`src/rtl/ph_path_tracer.sv`:
```
// ph_path_tracer: greedy pheromone-following walker on a MAP_LEN x MAP_LEN grid.
// From (0,0) it probes each legal neighbour (never reversing, never leaving the
// map), picks the free neighbour with the highest pheromone (ties keep the lower
// direction code), offers that step on a valid/ready port and repeats until it
// reaches the goal, hits a dead end, or uses up MAX_STEPS.
module ph_path_tracer #(
  parameter int POS_ADDR     = 4,
  parameter int PH_DATA_SIZE = 16,
  parameter int MAP_LEN      = 10,
  parameter int MAX_STEPS    = 200,
  parameter int GOAL_X       = 9,
  parameter int GOAL_Y       = 9
) (
  input  logic                    clk,
  input  logic                    rst,
  input  logic                    start,
  output logic                    busy,
  output logic [2*POS_ADDR-1:0]   rd_addr,
  output logic                    rd_en,
  input  logic [PH_DATA_SIZE-1:0] ph_rdata,
  input  logic                    map_rdata,
  output logic                    step_valid,
  input  logic                    step_ready,
  output logic [1:0]              step,
  output logic                    done,
  output logic                    fail
);

  localparam int ADDR_W = 2 * POS_ADDR;
  localparam int CNT_W  = $clog2(MAX_STEPS + 1);

  localparam logic [POS_ADDR-1:0] MAX_COORD = POS_ADDR'(MAP_LEN - 1);
  localparam logic [POS_ADDR-1:0] GOAL_X_C  = POS_ADDR'(GOAL_X);
  localparam logic [POS_ADDR-1:0] GOAL_Y_C  = POS_ADDR'(GOAL_Y);
  localparam logic [ADDR_W-1:0]   MAP_LEN_W = ADDR_W'(MAP_LEN);
  localparam logic [CNT_W-1:0]    MAX_CNT   = CNT_W'(MAX_STEPS);

  typedef enum logic [2:0] {
    IDLE,
    PROBE,
    CAPTURE,
    DECIDE,
    EMIT,
    END
  } state_t;

  state_t state;
  state_t state_next;

  // Walker state
  logic [POS_ADDR-1:0]     pos_x;
  logic [POS_ADDR-1:0]     pos_y;
  logic [1:0]              prev_dir;
  logic                    prev_valid;
  logic [CNT_W-1:0]        count;

  // Scan state: candidate currently being probed and best so far
  logic [1:0]              cand_dir;
  logic [1:0]              best_dir;
  logic [PH_DATA_SIZE-1:0] best_ph;
  logic                    best_found;

  // Shared candidate search inputs and results
  logic [POS_ADDR-1:0]     srch_x;
  logic [POS_ADDR-1:0]     srch_y;
  logic                    srch_pv;
  logic [1:0]              srch_pd;
  logic [2:0]              srch_from;
  logic [2:0]              srch;
  logic                    srch_found;
  logic [1:0]              srch_dir;
  logic [POS_ADDR-1:0]     cand_x;
  logic [POS_ADDR-1:0]     cand_y;
  logic [ADDR_W-1:0]       srch_addr;

  // Position after the step being offered, and end-of-walk tests on it
  logic [POS_ADDR-1:0]     new_x;
  logic [POS_ADDR-1:0]     new_y;
  logic [CNT_W-1:0]        count_inc;
  logic                    at_goal;
  logic                    at_limit;
  logic                    eligible;

  // Lowest legal direction code at or above 'from': inside the map on both
  // axes and not the reverse of the previous step. Bit 2 flags a hit.
  function automatic logic [2:0] find_cand(
    input logic [POS_ADDR-1:0] fx,
    input logic [POS_ADDR-1:0] fy,
    input logic                pv,
    input logic [1:0]          pd,
    input logic [2:0]          from
  );
    logic [3:0] ok;
    logic [2:0] res;
    ok[0] = (fy != '0);
    ok[1] = (fx != MAX_COORD);
    ok[2] = (fy != MAX_COORD);
    ok[3] = (fx != '0);
    if (pv) begin
      ok[pd ^ 2'b10] = 1'b0;
    end
    res = '0;
    for (int i = 3; i >= 0; i--) begin
      if ((3'(i) >= from) && ok[2'(i)]) begin
        res = {1'b1, 2'(i)};
      end
    end
    return res;
  endfunction

  // Coordinates one step away in direction dir, packed as {x, y}.
  function automatic logic [ADDR_W-1:0] move(
    input logic [POS_ADDR-1:0] fx,
    input logic [POS_ADDR-1:0] fy,
    input logic [1:0]          dir
  );
    logic [POS_ADDR-1:0] nx;
    logic [POS_ADDR-1:0] ny;
    nx = fx;
    ny = fy;
    case (dir)
      2'b00:   ny = fy - 1'b1;
      2'b01:   nx = fx + 1'b1;
      2'b10:   ny = fy + 1'b1;
      default: nx = fx - 1'b1;
    endcase
    return {nx, ny};
  endfunction

  // Linear memory address y*MAP_LEN + x.
  function automatic logic [ADDR_W-1:0] cell_addr(
    input logic [POS_ADDR-1:0] fx,
    input logic [POS_ADDR-1:0] fy
  );
    return ({{POS_ADDR{1'b0}}, fy} * MAP_LEN_W) + {{POS_ADDR{1'b0}}, fx};
  endfunction

  // Pick which position/scan point the single search unit looks at: the
  // origin when starting, the next direction while scanning, the new cell
  // when a step is being accepted.
  always_comb begin
    srch_x    = '0;
    srch_y    = '0;
    srch_pv   = 1'b0;
    srch_pd   = 2'b00;
    srch_from = 3'd0;
    case (state)
      CAPTURE: begin
        srch_x    = pos_x;
        srch_y    = pos_y;
        srch_pv   = prev_valid;
        srch_pd   = prev_dir;
        srch_from = {1'b0, cand_dir} + 3'd1;
      end
      EMIT: begin
        srch_x  = new_x;
        srch_y  = new_y;
        srch_pv = 1'b1;
        srch_pd = step;
      end
      default: begin
      end
    endcase
  end

  assign srch             = find_cand(srch_x, srch_y, srch_pv, srch_pd, srch_from);
  assign srch_found       = srch[2];
  assign srch_dir         = srch[1:0];
  assign {cand_x, cand_y} = move(srch_x, srch_y, srch_dir);
  assign srch_addr        = cell_addr(cand_x, cand_y);

  assign {new_x, new_y}   = move(pos_x, pos_y, step);
  assign count_inc        = count + 1'b1;
  assign at_goal          = (new_x == GOAL_X_C) && (new_y == GOAL_Y_C);
  assign at_limit         = (count_inc == MAX_CNT);
  assign eligible         = map_rdata && (!best_found || (ph_rdata > best_ph));

  // State register
  always_ff @(posedge clk or posedge rst) begin
    if (rst) begin
      state <= IDLE;
    end else begin
      state <= state_next;
    end
  end

  // Next-state logic and state-decoded strobes
  always_comb begin
    state_next = state;
    busy       = 1'b0;
    rd_en      = 1'b0;
    step_valid = 1'b0;
    case (state)
      IDLE: begin
        if (start) begin
          state_next = PROBE;
        end
      end
      PROBE: begin
        busy       = 1'b1;
        rd_en      = 1'b1;
        state_next = CAPTURE;
      end
      CAPTURE: begin
        busy       = 1'b1;
        state_next = srch_found ? PROBE : DECIDE;
      end
      DECIDE: begin
        busy       = 1'b1;
        state_next = best_found ? EMIT : END;
      end
      EMIT: begin
        busy       = 1'b1;
        step_valid = 1'b1;
        if (step_ready) begin
          if (at_goal || at_limit) begin
            state_next = END;
          end else if (srch_found) begin
            state_next = PROBE;
          end else begin
            state_next = DECIDE;
          end
        end
      end
      END: begin
        state_next = IDLE;
      end
      default: begin
        state_next = IDLE;
      end
    endcase
  end

  // Walker datapath: position, scan bookkeeping, read address and results
  always_ff @(posedge clk or posedge rst) begin
    if (rst) begin
      pos_x      <= '0;
      pos_y      <= '0;
      prev_dir   <= 2'b00;
      prev_valid <= 1'b0;
      count      <= '0;
      cand_dir   <= 2'b00;
      best_dir   <= 2'b00;
      best_ph    <= '0;
      best_found <= 1'b0;
      rd_addr    <= '0;
      step       <= 2'b00;
      done       <= 1'b0;
      fail       <= 1'b0;
    end else begin
      case (state)
        IDLE: begin
          if (start) begin
            pos_x      <= '0;
            pos_y      <= '0;
            prev_valid <= 1'b0;
            count      <= '0;
            best_found <= 1'b0;
            best_ph    <= '0;
            done       <= 1'b0;
            fail       <= 1'b0;
            cand_dir   <= srch_dir;
            rd_addr    <= srch_addr;
          end
        end
        CAPTURE: begin
          if (eligible) begin
            best_found <= 1'b1;
            best_ph    <= ph_rdata;
            best_dir   <= cand_dir;
          end
          if (srch_found) begin
            cand_dir <= srch_dir;
            rd_addr  <= srch_addr;
          end
        end
        DECIDE: begin
          if (best_found) begin
            step <= best_dir;
          end else begin
            fail <= 1'b1;
          end
        end
        EMIT: begin
          if (step_ready) begin
            pos_x      <= new_x;
            pos_y      <= new_y;
            prev_dir   <= step;
            prev_valid <= 1'b1;
            count      <= count_inc;
            best_found <= 1'b0;
            best_ph    <= '0;
            if (at_goal) begin
              done <= 1'b1;
            end else if (at_limit) begin
              fail <= 1'b1;
            end else if (srch_found) begin
              cand_dir <= srch_dir;
              rd_addr  <= srch_addr;
            end
          end
        end
        default: begin
        end
      endcase
    end
  end

endmodule

```
`config.mk`:
```
export PLATFORM = sky130hd
export DESIGN_NAME = ph_path_tracer
export DESIGN_NICKNAME = d
export VERILOG_FILES = /design/src/rtl/ph_path_tracer.sv
export SDC_FILE = /design/constraint.sdc
export NUM_CORES = 1
export LEC_CHECK = 0
export CAP_MARGIN = 25
export CORE_MARGIN = 2
export CORE_UTILIZATION = 45
export CTS_CLUSTER_SIZE = 12
export DETAILED_ROUTE_END_ITERATION = 12
export DONT_BUFFER_PORTS = 1
export PLACE_DENSITY_LB_ADDON = 0.12
export SLEW_MARGIN = 0
export SYNTH_ARGS = -nofsm -noshare
export SYNTH_HDL_FRONTEND = slang
export SYNTH_SLANG_ARGS = --single-unit
```
`constraint.sdc`:
```
create_clock -name clk -period 5.7 [get_ports clk]
set_input_delay 1.14 -clock clk [delete_from_list [all_inputs] [get_ports clk]]
set_output_delay 1.14 -clock clk [all_outputs]
set_load 0.005 [all_outputs]
```
After elaboration in Yosys (flattened, before gate mapping). Cells that the tools add are included.

Logic and storage cells: 142. Input bits: 21. Register bits after elaboration: 55. Output and inout bits: 15.

Bitwise logic cells: 3. Multiplexer cells: 61. $lt $le $gt $ge: 5. Multipliers: 1. Eq/ne operators: 20. Add/subtract/negate cells: 11. Reduce and logical (&&, ||, !) cells: 27.

Operators by type and width (count): case mux 4 bit (2 select lines) (8); two-way mux 8 bit (7); two-way mux 16 bit (3); case mux 16 bit (3 select lines) (1); case mux 8 bit (3 select lines) (1); two-way mux 3 bit (6); adder 4 x 1 -> 4 bit (second input constant) (4); greater-than comparator 16 bit (1); inequality test 2 bit (second input constant) (8); case mux 8 bit (2 select lines) (1); subtractor 4 x 1 -> 4 bit (second input constant) (4); two-way mux 1 bit (15); case mux 3 bit (5 select lines) (1); two-way mux 2 bit (7); two-way mux 4 bit (3); adder 8 x 1 -> 8 bit (second input constant) (1); adder 8 x 4 -> 8 bit (1); == test 4 bit (second input constant) (2); == test 8 bit (second input constant) (1); AND reduction 2 bit (4); AND reduction 4 bit (2); multiplier 4 x 3 -> 7 bit (second input constant) (1); == test 3 x 2 -> 1 bit (second input constant) (2); >= comparator 1 x 3 -> 1 bit (first input constant) (2); 29 further kinds (42).

Logic depth before layout (Yosys ltp). Gate-level depths: netlist of run 1.

Depth after elaboration: 22. Depth in mapped cells: 22.

Worst setup path before layout of run 1. No wires, ideal clock.

Path type: register -> register. Start point: register step[0]. End point: register rd_addr[7]. Buffers on the path: 1. Required time: 5631 ps. Stages on the path, launching flop included: 22. Arrival time: 4224 ps. Setup slack: 1408 ps. Cells stage by stage: dfrtp_1 buf_2 inv_1 ha_1 a211oi_1 nor3_1 o22ai_1 nor4_2 nor2_2 inv_2 ha_1 nor2b_1 o21a_1 o21ai_1 xor2_1 ha_1 a21o_1 nand2_1 nor2_1 or2_2 a211o_1 nand3_1.

Word-level cells in the longest chain between the ends: 20.

Ends and longest elaborated chain: start, declared (line 24) `output logic [1:0] step,`; start signal, assigned (line 279) `step <= best_dir;`; case mux 2 bit (2 select lines) (line 147) `case (state)`; less-than comparator 2 x 3 -> 1 bit (not written as such) / >= comparator 2 x 1 -> 1 bit (equally long branches) (line 100) `ok[pd ^ 2'b10] = 1'b0;`; logical AND 1 bit (not written as such) (line 100); two-way mux 1 bit (not written as such) (line 100); demux 1 bit (select 2 bit) (line 100); inverter 2 bit (no source line); bitwise AND 2 bit (no source line); two-way mux 2 bit * (line 99) `if (pv) begin`; [3 not listed]; net srch[0] (line 69) `logic [2:0] srch;`; [1 not listed]; case mux 4 bit (2 select lines) / OR reduction 2 bit (equally long branches); multiplier 4 x 3 -> 7 bit / case mux 4 bit (2 select lines) (equally long branches) (line 135, 121); adder 8 x 4 -> 8 bit * (line 135) `return ({{POS_ADDR{1'b0}}, fy} * MAP_LEN_W) + {{POS_ADDR{1'b0}}, fx};`; two-way mux 8 bit (line 272, 297); two-way mux 8 bit (line 295) `end else if (at_limit) begin`; two-way mux 8 bit (line 293) `if (at_goal) begin`; two-way mux 8 bit (line 285) `if (step_ready) begin`; case mux 8 bit (3 select lines) * (line 251) `case (state)`; end signal, assigned (line 263) `rd_addr <= srch_addr;`; end signal, assigned (line 274) `rd_addr <= srch_addr;`; end signal, assigned (line 299) `rd_addr <= srch_addr;`; end, declared (line 18) `output logic [2*POS_ADDR-1:0] rd_addr,`.

The timed path passes the listed nets; every way through them passes the cells marked *. The select of a mux whose other input is x is not followed. A chain may end at the register's enable or synchronous reset.

Worst setup path in the final report of run 1.
Start point: register state[0]. End point: register rd_addr[7].

Word-level cells in the longest chain between the ends: 22.

Ends and longest elaborated chain: start, declared (line 47) `state_t state;`; start signal, assigned (line 183) `state <= state_next;`; == test 3 bit / == test 3 x 2 -> 1 bit (equally long branches) (line 147); case mux 2 bit (2 select lines) (line 147); inverter 1 bit (no source line); less-than comparator 2 x 3 -> 1 bit (not written as such) / >= comparator 2 x 1 -> 1 bit (equally long branches) (line 100); logical AND 1 bit (not written as such) (line 100); two-way mux 1 bit (not written as such) (line 100); demux 1 bit (select 2 bit) (line 100); inverter 2 bit (no source line); [5 not listed]; net srch[0] (line 69); [1 not listed]; case mux 4 bit (2 select lines) / OR reduction 2 bit (equally long branches); multiplier 4 x 3 -> 7 bit / case mux 4 bit (2 select lines) (equally long branches) (line 135, 121); adder 8 x 4 -> 8 bit * (line 135); two-way mux 8 bit (line 272, 297); two-way mux 8 bit (line 295); two-way mux 8 bit (line 293); two-way mux 8 bit (line 285); case mux 8 bit (3 select lines) * (line 251).

Marks and branches as above.

==> results of run 1 <==
## cell families (layout without fill, tap and decap cells)
kind of cell | after synthesis | count (layout) | share of synthesized area, %
simple gates | 125 | 125 | 18.1
compound gates | 110 | 110 | 21.8
flops | 49 | 49 | 35.3
buf+inv | 45 | 44 | 5.25
fa+ha+maj | 34 | 34 | 13.1
xor+xnor | 19 | 19 | 4.78
mux | 5 | 5 | 1.58
other cells | 1 | 1 | 0.108
## cells in the mapped netlist (all sizes together) (2+ instances only)
library cell | instances | share of area [%]
buf | 5 | 0.94
fa | 4 | 2.3
o211ai | 2 | 0.43
and2 | 3 | 0.54
nor2 | 32 | 3.5
and4b | 2 | 0.58
clkbuf | 9 | 0.97
nand3 | 7 | 1.0
xor2 | 12 | 3.0
nand4 | 5 | 0.90
nor2b | 6 | 1.1
and3 | 4 | 0.72
o221ai | 2 | 1.0
a21oi | 30 | 4.4
o21a | 4 | 0.86
a211oi | 3 | 0.65
mux2 | 4 | 1.3
inv | 30 | 3.2
o31ai | 4 | 0.86
a221o | 16 | 4.6
a31oi | 4 | 0.72
nor4 | 5 | 1.3
xnor2 | 7 | 1.8
or3b | 2 | 0.50
o21ai | 27 | 4.0
nand2 | 37 | 4.0
or2 | 4 | 0.72
nand2b | 5 | 0.90
dfrtp | 49 | 35
ha | 30 | 11
a22o | 3 | 0.76
a21o | 7 | 1.5
nor3 | 8 | 1.2
## placed cells by master (no fill, tap or decap), types with 2 or more instances in the layout
master,count
nand2b_1,5
dfrtp_1,49
and4b_1,2
buf_4,5
fa_1,4
mux2_1,3
and2_1,3
or2_2,3
xor2_1,12
nor3_1,8
nand3_1,7
xnor2_1,7
a221o_1,16
a211oi_1,2
o31ai_1,4
or3b_1,2
nor2_1,31
a31oi_1,4
nand2_1,37
inv_1,27
o21ai_0,15
inv_2,3
nor4_1,3
a22o_1,3
and3_1,4
ha_1,30
clkbuf_8,6
o21a_1,4
o21ai_1,11
o211ai_1,2
nor4_2,2
a21o_1,7
a21oi_1,29
nand4_1,5
nor2b_1,6
## layer usage
layer	wire, microns	global-route usage, %
met2	3480	30.4
met3	370	4.11
met4	87	4.48
met1	3640	25.4
met5	0	0
## power by group through the flow
stage	sequential, uW	combinational, uW	clock (uW)
3_5_place_dp	593	1290	0
2_1_floorplan	536	1070	0
4_1_cts	586	1300	273
3_3_place_gp	588	1280	0
5_1_grt	606	1470	285
6_report	586	1280	263
## final timing paths
check	start	endpoint	slack (ns)	depth (start not counted)
max in group asynchronous	rst	count[1]	4.38	2
worst min register to register	best_dir[0]	best_dir[0]	0.49	1
worst min-delay path	best_dir[0]	best_dir[0]	0.49	1
min in group asynchronous	rst	best_ph[0]	0.89	2
worst max-delay path	state[0]	rd_addr[7]	0.79	17
worst max register to register	state[0]	rd_addr[7]	0.79	17
## layout make-up
cell class	instances	area share [%]
timing repair buffer	5	1.01
tap	102	3.45
inverter	31	3.15
clock inverter	1	0.812
sequential	49	33.2
multi-input combinational	294	56.1
clock buffer	7	2.33
## registers in the layout, summed over array words and instances (netlist names), 3 cells and up
register	cells
best_ph	16
count	8
rd_addr	8
pos_x	4
pos_y	4
state	3
## critical path, cell delays in order (launching register included)
cell      delay, ns
dfrtp_1        0.63
or3b_1         0.50
nor3_1         0.12
a21oi_1        0.27
ha_1           0.23
o31ai_1        0.09
a21oi_1        0.13
o221ai_1       0.17
nor2_2         0.43
mux2i_1        0.45
ha_1           0.31
ha_1           0.21
inv_1          0.07
fa_1           0.47
or2_2          0.34
nor4_1         0.25
a21oi_1        0.07
nand3_1        0.10
## metrics by stage
step,worst slack (ns),area [sq um],hold slack [ns]
finish,0.786,3700,0.490
global route,0.368,3700,0.523
CTS,0.826,3700,0.497
detailed placement,0.854,3580,0.475
global placement,1.02,3580,0.473
floorplan,1.41,3480,0.447
==> run_results.csv, run 1 <==
group,metric,value,unit
global_route,grt_pass1_vias,2662,
floorplan,dieArea,8450,sq um
pwr,power_density,576,nW/um^2
sta,max_slew_margin,56.3,%
pwr,internal_power,1140,uW
sta,skew,0.00622,ns
synthesis,syn_area,3480,sq um
synthesis,synth_cell_types,61,
global_route,grt_max_degree,50,
sta,setup_viol,0,
placed_design,hpwl,5.51,mm
detailed_routing,drt-initial-drc-count,149,
clock_network,cts_num_sinks,49,
floorplan,die_y,91.9,microns
final_layout,antennaDiodeCount,0,
final_layout,seq_area,1230,sq um
sta,hold_violations,0,
synthesis,synth_edf_count,0,
floorplan,rows,32,
setup_path,start_kind,"flip-flop",
synthesis,synth_ff_type,"dfrtp_1",
clock_network,clock-root-buffer,"clkbuf_8",
setup_path,endpoint_kind,"flip-flop",
floorplan,die_x,91.9,microns
floorplan,initial_core_util,45.7,%
detailed_routing,drc_errors,0,
setup_path,crit_type,"reg -> reg",
clock_network,cts_made_buffers,5,
detailed_routing,wl,7.57,mm
final_layout,num-fill-cells,762,
status,status,"complete, no violations",
pwr,power.total,2130,uW
final_layout,drive_gt1_share,6.98,%
final_layout,final_cells,489,
clock_network,cts_setup_buffers,0,
detailed_routing,wire_per_inst,15.5,microns
placed_design,io_buffers,0,
setup_path,cp.required,5.94,ns
placed_design,gp_congestion,0.846,
synthesis,ys_ff_latch,49,
sta,fin_crit,4.91,ns
clock_network,cts_resized,0,
setup_path,worst-path-max-fanout,15,
synthesis,synth.net_count,443,
synthesis,avgSynthCellArea,8.96,sq um
floorplan,core-area,7610,sq um
floorplan,io_pins,36,
detailed_routing,num_vias,2752,
clock_network,clk_latency,0.30,ns
detailed_routing,ant_nets,0,
global_route,grt_pass1_wl,12.9,mm
final_layout,multiInputGateArea,2070,sq um
synthesis,yosysSeqAreaShare,35.3,%
synthesis,synthCells,388,
global_route,antenna_found_initial,0,
detailed_routing,vias_per_cell,5.63,
pwr,p_sw,985,uW
synthesis,yosys_warnings,0,
min_path,hp-class,"reg -> reg",
placed_design,placed_cells,481,
final_layout,nets,441,
sta,max_freq,204,MHz
sta,drv_slew,0,
pwr,pwr-share-clk,12.4,%
sta,tightestPinTransition,0.655,ns
final_layout,final_util,48.6,%
global_route,grt_overflow,0,
clock_network,htree_levels,2,
synthesis,synthArstFlopShare,100,%
pwr,p_leak,0.00164,uW
clock_network,cts_tree,"built",
pwr,seqPwrFrac,27.5,%
setup_path,cp.arrival,5.16,ns
pwr,pwr-share-comb,60.1,%
global_route,grt_usage,18.7,%
pwr,ir_worst_vdd,286,uV
sta,period_share,86.2,%
clock_network,cts.clk_slew.worst_paths,0.09,ns
flow_run,maxCapViolations,0,
detailed_routing,dr.pass1.iters,4,
sta,rsz0062_at_grt,"false",
clock_network,postCtsHoldBufs,0,
pwr,p_sw_share,46.3,%
clock_network,clk_path_buf_depth,2,
final_layout,area_growth,6.33,%
sta,tns,0,ns
Power figures use the tool's default switching activity.
==> run 2: changes to the inputs <==
==> constraint.sdc (replaced) <==
create_clock -name clk -period 5.7 [get_ports clk]
set_input_delay 1.14 -clock clk [delete_from_list [all_inputs] [get_ports clk]]
set_output_delay 1.14 -clock clk [all_outputs]
set_load 0.01 [all_outputs]
==> run_results.csv, run 2 (same netlist as run 1, synthesis figures left out) <==
group,metric,value,unit
pwr,power_density,579,nW/um^2
pwr,ir_worst_vdd,242,uV
sta,max_slew_margin,56.9,%
pwr,p_sw,1000,uW
sta,skew,0.00506,ns
clock_network,htree_levels,2,
sta,tns,0,ns
floorplan,core-area,7610,sq um
sta,fin_crit,4.90,ns
setup_path,r2r_end,"rd_addr[7]",
setup_path,worstRegToRegCells,21,
setup_path,worst-path-buf-inv,1,
floorplan,dieArea,8450,sq um
sta,drv_slew,0,
placed_design,io_buffers,0,
final_layout,drive_gt1_share,6.98,%
detailed_routing,wire_per_inst,15.5,microns
global_route,grt_max_degree,50,
pwr,internal_power,1140,uW
sta,whs,0.497,ns
floorplan,die_x,91.9,microns
global_route,grt_pass1_vias,2730,
placed_design,gp_congestion,0.813,
status,status,"complete, no violations",
setup_path,start_kind,"flip-flop",
final_layout,antennaDiodeCount,0,
setup_path,cp.arrival,5.15,ns
detailed_routing,drt-initial-drc-count,157,
setup_path,endpoint_kind,"flip-flop",
floorplan,rows,32,
clock_network,cts_tree,"built",
setup_path,path_cells,"or3b_1 -> nor3_1 -> a21oi_1 -> ha_1 -> o31ai_1 -> a21oi_1 -> o221ai_1 -> nor2_2 -> inv_2 -> ha_1 -> nor2b_1 -> o21a_1 -> o21ai_1 -> xor2_1 -> ha_1 -> a21o_1 -> nand2_1 -> nor2_1 -> or2_2 -> a211o_1 -> nand3_1",
sta,period_share,86.0,%
min_path,min_to,"best_dir[0]",
final_layout,layout_common_cells,"dfrtp_1, nand2_1, nor2_1",
setup_path,cp.required,5.95,ns
detailed_routing,drc_errors,0,
pwr,p_leak,0.00164,uW
sta,rsz0062_at_grt,"false",
detailed_routing,ant_nets,0,
detailed_routing,wl,7.60,mm
final_layout,nets,441,
floorplan,die_y,91.9,microns
clock_network,cts_num_sinks,49,
setup_path,path_depth,21,
clock_network,cts_setup_buffers,0,
setup_path,crit_slowest_cell,"dfrtp_1",
clock_network,cts.clk_slew.worst_paths,0.10,ns
sta,hold_violations,0,
floorplan,io_pins,36,
setup_path,r2r_slack,0.80,ns
final_layout,reg_top3,"best_ph x16, count x8, rd_addr x8",
final_layout,final_cells,489,
setup_path,worst-path-max-fanout,15,
min_path,holdPathStages,1,
global_route,grt_overflow,0,
pwr,pwr-share-comb,59.7,%
setup_path,crit_family,"simple AND/OR/NAND/NOR gates",
setup_path,timing.rr.start,"state[0]",
global_route,antenna_found_initial,0,
placed_design,placed_cells,481,
detailed_routing,dr.pass1.iters,4,
floorplan,initial_core_util,45.7,%
sta,tightestPinTransition,0.646,ns
clock_network,cts_made_buffers,5,
clock_network,cts_resized,0,
detailed_routing,vias_per_cell,5.57,
clock_network,clock-root-buffer,"clkbuf_8",
final_layout,layout_commonest_cell,"dfrtp_1",
flow_run,maxCapViolations,0,
clock_network,clk_latency,0.31,ns
setup_path,crit_path_frequent_cell,"ha_1",
pwr,seqPwrFrac,27.8,%
sta,setup_viol,0,
pwr,power.total,2140,uW
pwr,p_sw_share,46.7,%
final_layout,num-fill-cells,738,
setup_path,max_stage_delay,0.61,ns
final_layout,regMostFlops,"best_ph",
detailed_routing,num_vias,2725,
pwr,pwr-share-clk,12.6,%
clock_network,clk_path_buf_depth,2,
sta,max_freq,204,MHz
final_layout,area_growth,6.33,%
min_path,min_from,"best_dir[0]",
clock_network,postCtsHoldBufs,0,
min_path,hp-class,"reg -> reg",
placed_design,hpwl,5.54,mm
setup_path,crit_type,"reg -> reg",
final_layout,largest_reg_flops,16,
global_route,grt_usage,19.1,%
global_route,grt_pass1_wl,13.2,mm
## run 2: cell counts in the layout (fill, tap and decap cells not counted)
No cell type changed its count.
## run 2: per-stage QoR
| step | cell area, sq um | utilization [%] | worst slack, ns |
|---|---|---|---|
| finish | 3700 | 48.6 | 0.801 |
| CTS | 3700 | 48.6 | 0.779 |
| global route | 3700 | 48.6 | 0.330 |
| floorplan | 3480 | - | 1.37 |
| global placement | 3580 | 47.1 | 1.02 |
| detailed placement | 3580 | 47.1 | 0.811 |
## run 2: layout make-up
cell class / instances / area, sq um / share of cell area, %
clock buffers: 7 / 86.3 / 2.33
clock inverters: 1 / 30.0 / 0.812
inverters: 31 / 116 / 3.15
multi-input cells: 294 / 2070 / 56.1
flip-flops and latches: 49 / 1230 / 33.2
well taps: 102 / 128 / 3.45
repair buffers: 5 / 37.5 / 1.01
## run 2: worst max path at each step
stage | startpoint | end | slack, ns
finish | state[0] | rd_addr[7] | 0.80
global route | state[0] | rd_addr[7] | 0.33
CTS | state[0] | rd_addr[6] | 0.78
detailed placement | state[0] | rd_addr[6] | 0.81
global placement | state[0] | rd_addr[6] | 1.02
floorplan | step[0] | rd_addr[7] | 1.37
## run 2: power by group through the flow
stage / combinational [uW] / clock, uW / sequential (uW)
final: 1280 / 269 / 595
after global routing: 1490 / 289 / 611
after CTS: 1300 / 278 / 596
after detailed placement: 1290 / 0 / 602
after global placement: 1280 / 0 / 599
after floorplan: 1070 / 0 / 548
## run 2: metal layers
metal,wire [microns],vias up,track usage [%],part of all wire (%)
li1,-,1390,-,-
met1,3710,1296,26.3,49
met5,0,-,0,0
met4,62,0,4.23,0.82
met2,3570,32,31.3,47
met3,263,7,3.70,3.5
